`config.mk`:
```
export PLATFORM = sky130hd
export DESIGN_NAME = vernier_pt_seek
export DESIGN_NICKNAME = d
export VERILOG_FILES = /design/src/rtl/vernier_pkg.sv /design/src/rtl/vernier_pt_cand.sv /design/src/rtl/vernier_pt_seek.sv
export SDC_FILE = /design/constraint.sdc
export NUM_CORES = 1
export LEC_CHECK = 0
export ABC_AREA = 0
export BUFFER_PORTS_ARGS = -buffer_cell sky130_fd_sc_hd__buf_2
export CAP_MARGIN = 20
export CELL_PAD_IN_SITES_DETAIL_PLACEMENT = 0
export CELL_PAD_IN_SITES_GLOBAL_PLACEMENT = 2
export CORE_MARGIN = 4
export CORE_UTILIZATION = 41
export CTS_BUF_LIST = sky130_fd_sc_hd__clkbuf_4 sky130_fd_sc_hd__clkbuf_8
export CTS_CLUSTER_DIAMETER = 120
export DETAILED_ROUTE_END_ITERATION = 12
export PLACE_DENSITY_LB_ADDON = 0.05
export SLEW_MARGIN = 20
export SYNTH_ARGS = -nofsm -noshare
export SYNTH_HDL_FRONTEND = slang
export SYNTH_SLANG_ARGS = --single-unit
```
`constraint.sdc`:
```
create_clock -name clk -period 30 [get_ports clk]
set_clock_uncertainty 0.15 [all_clocks]
set_input_delay 0 -clock clk [delete_from_list [all_inputs] [get_ports clk]]
set_output_delay 0 -clock clk [all_outputs]
set_load 0.02 [all_outputs]
```
`src/rtl/vernier_pkg.sv`:
```
// Shared constants, FSM states and the Vernier forward map used by both
// the point map and the inverse seek, so the two directions cannot diverge.
package vernier_pkg;

  localparam int unsigned T_MIN          = 2;
  localparam int unsigned T_MAX          = 120;
  localparam int unsigned VERNIER_PERIOD = 5;
  localparam int unsigned VERNIER_PHASE  = 3;
  localparam int unsigned COARSE_STEP    = 80;
  localparam int unsigned COARSE_OFS     = 10;
  localparam int unsigned FINE_STEP      = 16;
  localparam int unsigned FINE_OFS       = 2;
  localparam int unsigned MAP_W          = 16;

  typedef enum logic [1:0] {
    IDLE = 2'd0,
    SCAN = 2'd1,
    DONE = 2'd2
  } state_t;

  // Largest mapped offset is 80*120+10 = 9610, so 16 bits always suffice.
  function automatic logic [MAP_W-1:0] vernier_map(input logic [7:0] t);
    logic [MAP_W-1:0] t_w;
    t_w = {8'd0, t};
    if ((t_w % MAP_W'(VERNIER_PERIOD)) == MAP_W'(VERNIER_PHASE)) begin
      vernier_map = t_w * MAP_W'(FINE_STEP) + MAP_W'(FINE_OFS);
    end else begin
      vernier_map = t_w * MAP_W'(COARSE_STEP) + MAP_W'(COARSE_OFS);
    end
  endfunction

endpackage

```
`src/rtl/vernier_pt_cand.sv`:
```
// Combinational candidate evaluator: mapped offset of one step code and its
// unsigned absolute distance from the target.
module vernier_pt_cand
  import vernier_pkg::*;
#(
  parameter int unsigned W = 32
) (
  input  logic [7:0]   idx,
  input  logic [W-1:0] target,
  output logic [W-1:0] map_ps,
  output logic [W-1:0] err_ps
);

  logic [W-1:0] map_s;

  // Compare first so the subtraction can never wrap.
  always_comb begin
    map_s = {{(W-MAP_W){1'b0}}, vernier_map(idx)};
    if (map_s >= target) begin
      err_ps = map_s - target;
    end else begin
      err_ps = target - map_s;
    end
  end

  assign map_ps = map_s;

endmodule

```
`src/rtl/vernier_pt_seek.sv`:
```
// Inverse Vernier point map: scans every valid step code, one per clock, and
// returns the code whose mapped offset is closest to the requested offset.
module vernier_pt_seek
  import vernier_pkg::*;
#(
  parameter int unsigned W = 32
) (
  input  logic         clk,
  input  logic         rst,
  input  logic         in_valid,
  output logic         in_ready,
  input  logic [W-1:0] target_ps,
  output logic         out_valid,
  input  logic         out_ready,
  output logic [7:0]   t_code,
  output logic [W-1:0] avg_ps,
  output logic [W-1:0] err_ps
);

  state_t       state_r;
  state_t       state_s;
  logic         accept_s;
  logic         better_s;
  logic [7:0]   idx_r;
  logic [W-1:0] target_r;
  logic [W-1:0] best_err_r;
  logic [W-1:0] best_avg_r;
  logic [7:0]   best_t_r;
  logic [W-1:0] cand_map_s;
  logic [W-1:0] cand_err_s;

  vernier_pt_cand #(.W(W)) u_cand (
    .idx    (idx_r),
    .target (target_r),
    .map_ps (cand_map_s),
    .err_ps (cand_err_s)
  );

  // Strict compare keeps the lowest code on ties.
  assign better_s = (cand_err_s < best_err_r);

  // State register.
  always_ff @(posedge clk or posedge rst) begin
    if (rst) begin
      state_r <= IDLE;
    end else begin
      state_r <= state_s;
    end
  end

  // Next-state decode.
  always_comb begin
    state_s  = state_r;
    accept_s = 1'b0;
    case (state_r)
      IDLE: begin
        if (in_valid && in_ready) begin
          accept_s = 1'b1;
          state_s  = SCAN;
        end else begin
          state_s  = IDLE;
        end
      end
      SCAN: begin
        if (idx_r == 8'(T_MAX)) begin
          state_s = DONE;
        end else begin
          state_s = SCAN;
        end
      end
      DONE: begin
        if (out_valid && out_ready) begin
          state_s = IDLE;
        end else begin
          state_s = DONE;
        end
      end
      default: begin
        state_s = IDLE;
      end
    endcase
  end

  // Scan datapath, best-candidate tracking and registered handshake outputs.
  always_ff @(posedge clk or posedge rst) begin
    if (rst) begin
      idx_r      <= 8'd0;
      target_r   <= '0;
      best_err_r <= '0;
      best_avg_r <= '0;
      best_t_r   <= 8'd0;
      in_ready   <= 1'b1;
      out_valid  <= 1'b0;
      t_code     <= 8'd0;
      avg_ps     <= '0;
      err_ps     <= '0;
    end else begin
      case (state_r)
        IDLE: begin
          if (accept_s) begin
            target_r   <= target_ps;
            idx_r      <= 8'(T_MIN);
            best_err_r <= '1;
            in_ready   <= 1'b0;
          end
        end
        SCAN: begin
          if (better_s) begin
            best_err_r <= cand_err_s;
            best_avg_r <= cand_map_s;
            best_t_r   <= idx_r;
          end
          if (idx_r != 8'(T_MAX)) begin
            idx_r <= idx_r + 8'd1;
          end
        end
        // First DONE cycle publishes the settled best; then wait for the consumer.
        DONE: begin
          if (!out_valid) begin
            t_code    <= best_t_r;
            avg_ps    <= best_avg_r;
            err_ps    <= best_err_r;
            out_valid <= 1'b1;
          end else if (out_ready) begin
            out_valid <= 1'b0;
            in_ready  <= 1'b1;
          end
        end
        default: begin
          in_ready  <= 1'b1;
          out_valid <= 1'b0;
        end
      endcase
    end
  end

endmodule

```
Word-level counts from Yosys, hierarchy flattened:

Index checks and enable logic that the tools add are counted.

* register bits after elaboration: 156
* input bits: 36
* output and inout bits: 74
* logic and storage cells: 64

* add/subtract/negate cells: 5
* multiply operators: 1
* div/mod/pow operators: 1
* order comparisons: 2
* equal/unequal tests: 10
* muxes and demuxes: 21
* bitwise gates (word level): 2
* reduce and logical (&&, ||, !) cells: 11

Operators by type and width (number)
* 32-bit 2-to-1 mux: 3
* 32-bit one-hot mux with 2 select lines: 1
* 16-bit by 32-bit greater-or-equal comparator with 1-bit output: 1
* 32-bit < comparator: 1
* 16-bit by 32-bit subtractor with 32-bit output: 1
* 32-bit by 16-bit subtractor with 32-bit output: 1
* 15-bit by 4-bit adder with 16-bit output (second input constant): 1
* 16-bit by 2-bit equality test with 1-bit output (second input constant): 1
* 8-bit by 3-bit modulo with 16-bit output (second input constant): 1
* 16-bit 2-to-1 mux: 1
* 8-bit 2-to-1 mux: 2
* 8-bit one-hot mux with 2 select lines: 1
* 12-bit by 2-bit adder with 13-bit output (second input constant): 1
* 8-bit by 3-bit multiplier with 11-bit output (second input constant): 1
* 2-bit != test (second input constant): 5
* 8-bit by 1-bit adder with 8-bit output (second input constant): 1
* 8-bit by 7-bit equality test with 1-bit output (second input constant): 1
* 1-bit 2-to-1 mux: 8
* 8-bit by 7-bit != test with 1-bit output (second input constant): 1
* 2-bit one-hot mux with 3 select lines: 1
* 2-bit AND reduction: 3
* 3-bit AND reduction: 2
* 2-bit 2-to-1 mux: 2
* 4-bit AND reduction: 1
* 9 further kinds: 11

Longest topological paths before layout:

* depth in word-level cells: 8
* gate-level depth with buffers: 52
* depth with buffers taken out: 46

Cells and area by module:

A second synthesis with hierarchy kept.

* cell total of the unflattened synthesis: 1127
* area total of the unflattened synthesis: 11850.1 sq um

By module, submodules not included
* vernier_pt_seek: instances 1, cells an instance 614, area an instance 8270.4 sq um, sequential area each 4705.8 sq um
* vernier_pt_cand: instances 1, cells an instance 513, area an instance 3579.7 sq um, sequential area each 0.0 sq um

Least setup slack after synthesis:

OpenSTA, ideal clock, no wires.

* kind: register -> register
* start point: reg idx_r[6]
* end point: reg best_err_r[0]
* setup time: 0.077 ns
* data arrival time: 10.294 ns
* required time: 29.773 ns
* path slack: 19.479 ns
* cell stages (with the launch flop): 50
* buffers on the path: 8
* period minus slack after synthesis: 10.521 ns
* cells stage by stage: dfrtp_1 buf_2 nor2_2 inv_1 ha_1 nand2b_1 a21oi_1 o22ai_1 a211o_1 or3_4 a211oi_2 buf_4 xnor2_1 ha_1 o211a_1 nor3_4 mux2_1 a31o_2 (+14 left out) clkbuf_1 o21ai_0 ha_1 a21o_1 a21o_1 a21o_1 a21o_1 a21o_1 a21o_1 a21oi_1 o21ai_0 a41oi_1 o41ai_1 a2111o_1 clkbuf_1 clkbuf_1 clkbuf_1 a21oi_1

* word-level cells in the longest chain between the ends: 8
* elaborated cells on any way between the ends: 15
* those cells by class: add/sub (4); mul (1); div (1); order compare (2); eq/ne (2); mux (4); reduce/logical (1)

Ends and longest elaborated chain
* start: declaration: line vernier_pt_seek.sv:24 `logic [7:0] idx_r;`
* start signal: assignment: line vernier_pt_seek.sv:102 `idx_r <= 8'(T_MIN);`
* start signal: assignment: line vernier_pt_seek.sv:114 `idx_r <= idx_r + 8'd1;`
* 8-bit by 3-bit modulo with 16-bit output *: line vernier_pkg.sv:25 `if ((t_w % MAP_W'(VERNIER_PERIOD)) == MAP_W'(VERNIER_PHASE)) begin`
* 16-bit by 2-bit equality test with 1-bit output *: line vernier_pkg.sv:25
* 16-bit 2-to-1 mux *: line vernier_pkg.sv:25
* named net cand_map_s[3]: line vernier_pt_seek.sv:29 `logic [W-1:0] cand_map_s;`
* 32-bit by 16-bit subtractor with 32-bit output (tied with other cells): line vernier_pt_cand.sv:22 `err_ps = target - map_s;`
* 32-bit 2-to-1 mux *: line vernier_pt_cand.sv:19 `if (map_s >= target) begin`
* 32-bit < comparator: line vernier_pt_seek.sv:40 `assign better_s = (cand_err_s < best_err_r);`
* 2-bit != test (no line)
* 3-bit AND reduction (no line)
* end signal: assignment: line vernier_pt_seek.sv:109 `best_err_r <= cand_err_s;`
* end: declaration: line vernier_pt_seek.sv:26 `logic [W-1:0] best_err_r;`

The timed path passes the listed nets; every way through them passes the cells marked *. The select of a mux whose other input is x is not followed.
A chain may end at the register's enable or synchronous reset.

Final worst setup path:

* start point: reg idx_r[5]
* end point: reg best_t_r[6]

* word-level cells in the longest chain between the ends: 7
* elaborated cells on any way between the ends: 12
* those cells by class: add/sub (4); mul (1); div (1); order compare (2); eq/ne (1); mux (2); reduce/logical (1)

Ends and longest elaborated chain
* 8-bit by 3-bit modulo with 16-bit output / 8-bit by 3-bit multiplier with 11-bit output (equally long branches): line vernier_pkg.sv:25, vernier_pkg.sv:28
* 16-bit by 2-bit equality test with 1-bit output / 15-bit by 4-bit adder with 16-bit output (equally long branches): line vernier_pkg.sv:25, vernier_pkg.sv:28
* 16-bit 2-to-1 mux *: line vernier_pkg.sv:25
* 32-bit by 16-bit subtractor with 32-bit output (tied with other cells): line vernier_pt_cand.sv:22
* 32-bit 2-to-1 mux *: line vernier_pt_cand.sv:19
* 32-bit < comparator *: line vernier_pt_seek.sv:40
* 2-bit AND reduction (no line) *
* end signal: assignment: line vernier_pt_seek.sv:111 `best_t_r <= idx_r;`
* end: declaration: line vernier_pt_seek.sv:28 `logic [7:0] best_t_r;`

Every way passes the cells marked *; elsewhere a longest branch is shown, timed or not.

==> qor.yml <==
route:
  detailroute.via_count: 7813
  post-route-drc-count: 0
  postRouteAntennaNets: 0
  drt_first_iter_violations: 555
  routedWlPerCell_um: 17.0
  post_drt_via_cell_ratio: 5.16
  wl_um: 25700
  detail_route.first_pass.iterations: 8
timing:
  max_fclk_mhz: 76.0
  finalCriticalPeriod_ps: 13150
  fin_setup_tns_ps: 0
  max_transition_margin_pct: 31.8
  final-max-slew-violation-count: 0
  max_slew.worst_pin.slew_ps: 1020
  final_setup_violations: 0
  final.period_utilization_pct: 43.8
  grt_setup_unrepaired: "false"
  final-hold-violation-count: 0
  setup_slack_ps: 16850
worst_setup_path:
  worstSetupStartpointType: "register"
  regToRegSetupSlack_ps: 16850
  regToRegStartpoint: "idx_r[5]"
  critical_path_buffers_and_inverters: 3
  timing.critical_path.fanout_max: 59
  critPathArrivalTime_ps: 13330
  cpLargestDelayFamily: "compound AO/OA/AOI/OAI gates"
  setup.worst_path.end_class: "register"
  critical_path.max_stage_delay_ps: 840
  ff_to_ff_path_depth: 43
  slowest_cp_cell: "sky130_fd_sc_hd__a2111oi_0"
  critical_path_class: "register to register"
  timing.critical_path.required_ps: 30180
  worstReg2RegEnd: "best_t_r[6]"
  crit_path_frequent_cell: "sky130_fd_sc_hd__a21o_1"
floorplanning:
  pin_count: 110
  die_height_um: 164
  core-area_sq_um: 23600
  floorplan_die_width_um: 164
  fp-row-count: 56
  die-area_sq_um: 26700
  initial_utilization_pct: 42.0
synthesis:
  number_of_synthesized_flops_with_an_enable_pin: 0
  postSynth.asyncResetShare_pct: 100
  synth-warning-count: 0
  synth_cell_type_count: 81
  post_synthesis_average_cell_area_sq_um: 9.19
  synth.yosys.seq_area_share_pct: 36.8
  syn_area_sq_um: 9920
  synth_top_flop_cell: "sky130_fd_sc_hd__dfrtp_1"
  synth_cells: 1079
  synth_top_cells_by_area: "sky130_fd_sc_hd__dfrtp_1, sky130_fd_sc_hd__ha_1, sky130_fd_sc_hd__mux2_2, sky130_fd_sc_hd__a21oi_1, sky130_fd_sc_hd__nor2_1"
  yosysMostFrequentCell: "sky130_fd_sc_hd__dfrtp_1"
  ys_ff_latch: 146
  synthDominantCellAreaShare_pct: 36.6
  synth.cells.most_frequent: "sky130_fd_sc_hd__dfrtp_1, sky130_fd_sc_hd__nor2_1, sky130_fd_sc_hd__inv_1"
  synth_area_leader_cell: "sky130_fd_sc_hd__dfrtp_1"
global_routing:
  initial_antenna_violation_count: 0
  grt_pass1_vias: 7627
  gr-usage-all-layers_pct: 19.6
  globalRoute.totalOverflow: 0
  grt_start_max_net_pins: 87
  wire_length_of_the_first_global_routing_pass_um: 42000
placement:
  placer_s_final_routability_congestion_estimate: 0.824
  dp_hpwl_um: 18900
  dp_slack_ps: 16870
  place.port_buffers: 90
cts:
  tritoncts: "yes"
  path_clk_slew_ps: 100
  clock_insertion_delay_at_the_later_pin_of_the_skew_report_ps: 450
  clock_path_buffers: 2
  cts-root-buf: "sky130_fd_sc_hd__clkbuf_8"
  cts_htree_levels: 4
  cts-buffers-inserted: 17
  clkSinkCount: 146
  postCtsSetupRepairBufs: 0
outcome:
  status: "complete, no violations"
job:
  max-cap-violations: 0
layout:
  layout-area-overhead-vs-synth_pct: 14.5
  layout-drive-gt1-share_pct: 19.4
  design.final.nets: 1296
min_path:
  holdCritPathClass: "input port to async pin"
[worst max path at each step]
stage | start | end | depth (start not counted)
floorplan | idx_r[6] | best_err_r[0] | 49
global placement | idx_r[5] | best_t_r[6] | 43
detailed placement | idx_r[6] | best_t_r[6] | 43
CTS | idx_r[6] | best_t_r[6] | 43
global route | idx_r[5] | best_err_r[0] | 46
finish | idx_r[5] | best_t_r[6] | 43
[metrics by stage]
step	cells	instance area (sq um)	hold slack, ps	utilization, %
after floorplan	1097	9990	-33.2	-
after global placement	1445	10600	53.1	44.7
after detailed placement	1445	10600	62.5	44.7
after CTS	1513	11400	112	48.1
after global routing	1513	11400	134	48.1
final	1514	11400	66.0	48.1
[tightest hold or removal path, stage by stage]
cell	delay [ps]
sky130_fd_sc_hd__dlygate4sd3_1	530
sky130_fd_sc_hd__buf_2	140
sky130_fd_sc_hd__inv_6	520
[metal layers]
layer,track usage (%),up-vias,wire [um]
met5,0,-,0
met4,4.38,0,256
met3,2.40,19,990
met2,27.9,165,10500
met1,31.3,3693,13900
li1,-,3936,-
[cells by family after synthesis]
group | Yosys count | synth area share (%)
simple gates | 299 | 14.7
flops | 146 | 36.8
compound gates | 262 | 17.4
mux | 89 | 9.88
buf+inv | 157 | 7.04
other cells | 1 | 0.0378
fa+ha+maj | 81 | 10.3
xor+xnor | 44 | 3.89
[state kept, by name, summed over array words and instances (netlist names)]
name and flops:
state_r 2, out_valid 1, t_code 8, best_avg_r 11
in_ready 1, idx_r 8, avg_ps 11, best_err_r 32
target_r 32, best_t_r 8, err_ps 32
[timing repair]
item | CTS | global route
gates resized for setup | 0 | 0
hold buffers | 36 | 0
endpoints found under the hold margin | 122 | 0
[cells in the final DEF (no fill, tap or decap), types with 5 or more instances in the layout]
cell type	instances
sky130_fd_sc_hd__ha_1	78
sky130_fd_sc_hd__xor2_1	15
sky130_fd_sc_hd__o21ai_1	10
sky130_fd_sc_hd__nor3_1	10
sky130_fd_sc_hd__nand4_1	13
sky130_fd_sc_hd__nand2b_1	21
sky130_fd_sc_hd__a211oi_1	5
sky130_fd_sc_hd__or4_1	5
sky130_fd_sc_hd__buf_4	9
sky130_fd_sc_hd__clkbuf_8	18
sky130_fd_sc_hd__nor2_1	88
sky130_fd_sc_hd__dfrtp_1	145
sky130_fd_sc_hd__dlygate4sd3_1	36
sky130_fd_sc_hd__mux2i_1	18
sky130_fd_sc_hd__inv_1	85
sky130_fd_sc_hd__a21o_1	26
sky130_fd_sc_hd__nor4_1	11
sky130_fd_sc_hd__xnor2_1	29
sky130_fd_sc_hd__a21boi_0	5
sky130_fd_sc_hd__or2_2	5
sky130_fd_sc_hd__o21bai_1	6
sky130_fd_sc_hd__nand3_1	13
sky130_fd_sc_hd__mux2_2	70
sky130_fd_sc_hd__conb_1	19
sky130_fd_sc_hd__inv_8	6
sky130_fd_sc_hd__nand2_1	83
sky130_fd_sc_hd__o21ai_0	53
sky130_fd_sc_hd__buf_2	90
sky130_fd_sc_hd__a31oi_1	6
sky130_fd_sc_hd__a21oi_1	71
sky130_fd_sc_hd__o21a_1	24
sky130_fd_sc_hd__nor2b_1	13
sky130_fd_sc_hd__o211ai_1	7
sky130_fd_sc_hd__or3_1	12
sky130_fd_sc_hd__nand3b_1	5
[layout make-up]
cell class                      count  area (sq um)
Fill cell                        2341         12300
Multi-Input combinational cell    794          5660
Sequential cell                   146          3650
Timing Repair Buffer              135           878
Tap cell                          319           399
Inverter                           87           332
Clock buffer                       18           248
Clock inverter                     14           188
Antenna cell                        1          2.50
Power is left out: the tool's default activity adds up to more than one toggle a clock period on the data nets, which glitch-free logic cannot reach.
